`src/rtl/count_range_param.sv`:
```
// Bounded up/down event counter with runtime lo/hi limits, wrap or saturate at the bounds,
// synchronous load and a sticky range error flag.
module count_range_param #(
  parameter int unsigned WIDTH = 16,
  parameter int unsigned STEP  = 1
) (
  input  logic             clk,
  input  logic             rst,
  input  logic             enable,
  input  logic             dir,
  input  logic             mode,
  input  logic [WIDTH-1:0] lo,
  input  logic [WIDTH-1:0] hi,
  input  logic             load,
  input  logic [WIDTH-1:0] load_val,
  output logic [WIDTH-1:0] count,
  output logic             wrap,
  output logic             sat,
  output logic             at_lo,
  output logic             at_hi,
  output logic             cfg_err,
  output logic             range_err
);

  localparam logic [WIDTH:0]   STEP_X = (WIDTH+1)'(STEP);
  localparam logic [WIDTH-1:0] STEP_N = WIDTH'(STEP);

  logic [WIDTH-1:0] count_p0;
  logic             wrap_p0;
  logic             sat_p0;
  logic             range_err_p0;

  logic [WIDTH-1:0] count_nxt;
  logic             wrap_nxt;
  logic             sat_nxt;
  logic             range_err_nxt;

  logic             cnt_below;
  logic             cnt_above;
  logic             load_ok;
  logic [WIDTH:0]   room_up;
  logic [WIDTH:0]   room_dn;

  // Headroom is taken one bit wider than the count so that a full-range
  // distance never aliases with a short one.
  function automatic logic [WIDTH:0] headroom(input logic [WIDTH-1:0] upper,
                                              input logic [WIDTH-1:0] lower);
    return {1'b0, upper} - {1'b0, lower};
  endfunction

  function automatic logic step_fits(input logic [WIDTH:0] room);
    return room >= STEP_X;
  endfunction

  // Only called once step_fits() has proven the result stays inside the bounds.
  function automatic logic [WIDTH-1:0] add_step(input logic [WIDTH-1:0] c);
    return c + STEP_N;
  endfunction

  function automatic logic [WIDTH-1:0] sub_step(input logic [WIDTH-1:0] c);
    return c - STEP_N;
  endfunction

  assign cfg_err   = lo > hi;
  assign cnt_below = count_p0 < lo;
  assign cnt_above = count_p0 > hi;
  assign load_ok   = (load_val >= lo) && (load_val <= hi);
  assign room_up   = headroom(hi, count_p0);
  assign room_dn   = headroom(count_p0, lo);

  always_comb begin
    count_nxt     = count_p0;
    wrap_nxt      = 1'b0;
    sat_nxt       = 1'b0;
    range_err_nxt = range_err_p0;
    if (cfg_err) begin
      count_nxt = count_p0;
    end else if (load) begin
      if (load_ok) begin
        count_nxt = load_val;
      end else begin
        count_nxt     = lo;
        range_err_nxt = 1'b1;
      end
    end else if (enable) begin
      if (cnt_below || cnt_above) begin
        // Bounds moved underneath the count: snap to the bound we are heading from.
        count_nxt     = dir ? hi : lo;
        range_err_nxt = 1'b1;
      end else if (!dir) begin
        if (step_fits(room_up)) begin
          count_nxt = add_step(count_p0);
        end else if (mode) begin
          count_nxt = hi;
          sat_nxt   = 1'b1;
        end else begin
          count_nxt = lo;
          wrap_nxt  = 1'b1;
        end
      end else begin
        if (step_fits(room_dn)) begin
          count_nxt = sub_step(count_p0);
        end else if (mode) begin
          count_nxt = lo;
          sat_nxt   = 1'b1;
        end else begin
          count_nxt = hi;
          wrap_nxt  = 1'b1;
        end
      end
    end
  end

  // Stage p0: registered count and event flags
  always_ff @(posedge clk) begin
    if (rst) begin
      count_p0     <= '0;
      wrap_p0      <= 1'b0;
      sat_p0       <= 1'b0;
      range_err_p0 <= 1'b0;
    end else begin
      count_p0     <= count_nxt;
      wrap_p0      <= wrap_nxt;
      sat_p0       <= sat_nxt;
      range_err_p0 <= range_err_nxt;
    end
  end

  assign count     = count_p0;
  assign wrap      = wrap_p0;
  assign sat       = sat_p0;
  assign range_err = range_err_p0;
  assign at_lo     = count_p0 == lo;
  assign at_hi     = count_p0 == hi;

endmodule

```
`config.mk`:
```
export PLATFORM = sky130hd
export DESIGN_NAME = count_range_param
export DESIGN_NICKNAME = d
export VERILOG_FILES = /design/src/rtl/count_range_param.sv
export SDC_FILE = /design/constraint.sdc
export NUM_CORES = 1
export LEC_CHECK = 0
export ABC_CLOCK_PERIOD_IN_PS = 4350
export BUFFER_PORTS_ARGS = -buffer_cell sky130_fd_sc_hd__clkbuf_2
export CAP_MARGIN = 25
export CORE_UTILIZATION = 32
export CTS_CLUSTER_SIZE = 30
export DETAILED_ROUTE_END_ITERATION = 10
export PLACE_DENSITY_LB_ADDON = 0.05
export SYNTH_ARGS = -nofsm -noshare
export SYNTH_HDL_FRONTEND = slang
export SYNTH_SLANG_ARGS = --single-unit
```
`constraint.sdc`:
```
create_clock -name clk -period 4.35 [get_ports clk]
set_input_delay 0.435 -clock clk [delete_from_list [all_inputs] [get_ports clk]]
set_output_delay 0.435 -clock clk [all_outputs]
set_load 0.03 [all_outputs]
```
==> run_results.csv <==
group,metric,value,unit
run_status,status,"complete, no violations",
clocking,cts-resized-gates,0,
synthesis,yosysTopAreaCell,"ha_1",
place,dp_hpwl,19.32,mm
clocking,cts_inserted_buffers,3,
synthesis,synth_most_common_cell,"ha_1",
synthesis,synth_seq_cells,19,
clocking,root_buffer,"clkbuf_16",
clocking,cts_tree,"yes",
worst_hold_path,holdCritStartpoint,"range_err$_SDFFE_PP0P_",
synthesis,synthCells,805,
sta,slew_viol_final,0,
floorplan,ios,76,
synthesis,yosys_warnings,0,
floorplan,rows,48,
setup_path,r2r_end,"count[9]$_SDFFE_PP0P_",
clocking,ctsHoldBuffers,0,
route,wl,23.53,mm
synthesis,synth_top_cell_area_share,17.81,%
synthesis,ys_types,69,
clocking,clock_path_buffers,2,
floorplan,start_util,33.08,%
grt,grt_max_degree,34,
place,port-buffer-count,75,
route,drt_iter0_markers,396,
worst_hold_path,hold_end,"range_err$_SDFFE_PP0P_",
setup_path,cp.required,4480,ps
grt,grt_antenna_before_repair,0,
place,globalplace.congestion,0.9172,
floorplan,die_x,136.2,um
synthesis,synth_enable_flop_cells,0,
sta,setup_violations,0,
sta,fin_ws,395.0,ps
floorplan,core,0.01742,mm^2
synthesis,syn_nets,943,
route,drtAntennaViolNets,0,
sta,max_slew.worst_pin.slew,714.6,ps
clocking,clk_latency,260,ps
sta,slew-limit-headroom,51.13,%
synthesis,ys.flop_type,"dfxtp_1",
final_layout,drive_above_1_share,14.04,%
grt,overflow,0,
clocking,postCtsSetupBuffers,0,
final_layout,nFillCells,1889,
setup_path,crit_type,"in2reg",
route,avgRoutedWirePerCell,21.51,um
sta,rsz0062_at_grt,"no",
pwr,ir_drop,107.8,uV
flow_run,max-cap-violations,0,
setup_path,worst-path-max-fanout,9,
sta,finalHoldViolations,0,
place,pre_cts_ws,191.1,ps
synthesis,synthTopCellsByCount,"ha_1, o21ai_0, nand2_1",
floorplan,die_h,136.2,um
pwr,cellLeakagePower,0.002985,uW
final_layout,antenna_cells,0,
route,dr_total_vias,6610,
floorplan,die_area,0.01855,mm^2
clocking,cts.clk_slew.worst_paths,60,ps
grt,grt_pass1_wl,36.06,mm
grt,grt_pass1_vias,6457,
sta,fin_crit,3955,ps
worst_hold_path,hold_path_class,"reg2reg",
final_layout,nNetsFinal,1008,
synthesis,synth.cell_area,0.005762,mm^2
synthesis,async_flop_share,0,%
clocking,cts_max_level,1,
final_layout,area_growth_syn_to_layout,13.33,%
setup_path,cp-start-kind,"input port",
setup_path,r2r_start,"count[0]$_SDFFE_PP0P_",
sta,tns,0,ps
route,viasPerCell,6.042,
clocking,clock_sinks,19,
setup_path,cp.arrival,4080,ps
pwr,powerDensity,237.8,mW/mm^2
synthesis,ys_seq_area_share,6.602,%
synthesis,syn_area_per_cell,7.157,um^2
sta,fin_crit_sh,90.92,%
setup_path,reg2reg_slack,420,ps
synthesis,synth.top_cells.by_area,"ha_1, mux2i_1, dfxtp_1",
route,dr.pass1.iters,5,
worst_hold_path,whs_path_depth,2,
route,drc,0,
grt,track_usage,25.43,%
setup_path,crit_path_end_kind,"register",
setup_path,reg2reg_depth,12,
sta,fmax,252.8,MHz
sta,finalClockSkew,1.236,ps
==> worst max-delay path by stage <==
| stage | start | endpoint | slack, ps | cells after the start |
|---|---|---|---|---|
| detailed placement | hi[0] | count[14]$_SDFFE_PP0P_ | 190 | 14 |
| floorplan | count[0]$_SDFFE_PP0P_ | count[10]$_SDFFE_PP0P_ | 560 | 14 |
| finish | hi[0] | count[9]$_SDFFE_PP0P_ | 390 | 14 |
| global placement | hi[0] | count[14]$_SDFFE_PP0P_ | 240 | 14 |
| global route | count[3]$_SDFFE_PP0P_ | count[6]$_SDFFE_PP0P_ | 170 | 12 |
| CTS | hi[0] | count[14]$_SDFFE_PP0P_ | 450 | 14 |
==> cell usage in the layout (no fill, tap or decap), types with 16 or more instances in the layout <==
cell type,Yosys,routed
ha_1,82,82
clkbuf_2,0,75
o21ai_0,69,69
nand2_1,68,68
inv_1,64,64
a21oi_1,46,46
nor2_1,44,44
mux2i_1,40,40
xnor2_1,29,29
nand3_1,27,27
buf_4,1,26
a211oi_1,25,25
nand4_1,20,20
dfxtp_1,19,19
a21o_1,17,17
a221oi_1,16,16
==> metal layers <==
metal,GRT usage (%),routed length [um],up-vias
li1,-,-,3167
met1,35.27,10970,3174
met2,42.53,10900,239
met3,0.9694,1185,30
met4,7.099,476,0
met5,0,0,-
==> registers in the layout, indices dropped and copies added, names as in the netlist <==
name	flops
count	16
range_err	1
sat	1
wrap	1
==> power by group <==
group          total [uW]  internal, uW  switching [uW]  leakage (uW)
logic                1130           429             704       0.00279
registers             213           193            20.8      0.000156
clock network         206           124            82.1     0.0000409
==> cells by family after synthesis <==
group                    share of synthesized area, %
AND/OR/NAND/NOR                                 21.30
XOR/XNOR                                        5.472
multiplexers                                    8.121
AO/OA/AOI/OAI                                   32.79
adder cells (fa/ha/maj)                         18.50
flip-flops                                      6.601
buffers and inverters                           7.210
==> cell type report <==
type,count,area (um^2),share of cell area [%]
clock buffer,3,75.07,1.150
sequential,19,380.4,5.825
multi-input combinational,680,4972,76.14
tap,225,281.5,4.311
timing repair buffer,102,575.6,8.814
inverter,64,240.2,3.679
clock inverter,1,5.005,0.07664
==> per-stage QoR <==
stage | total power (uW) | hold WS [ps] | utilization [%] | instance area, um^2 | std cells
floorplan | 996.7 | 621.1 | - | 5762 | 805
global placement | 1325 | 449.6 | 37.00 | 6445 | 1089
detailed placement | 1327 | 469.9 | 37.03 | 6450 | 1090
CTS | 1538 | 483.8 | 37.49 | 6530 | 1094
global route | 1670 | 527.5 | 37.49 | 6530 | 1094
finish | 1553 | 490.3 | 37.49 | 6530 | 1094
==> critical path: stages <==
cell	delay, ps
clkbuf_2	150
inv_1	60
ha_1	220
fa_1	380
nand2b_1	220
a21oi_2	240
nor4b_1	100
or4_1	470
a311oi_1	310
nand4b_1	170
o41a_1	630
buf_4	280
a221oi_1	310
a211oi_1	120
Note: power is estimated with default switching activity, not from simulation.
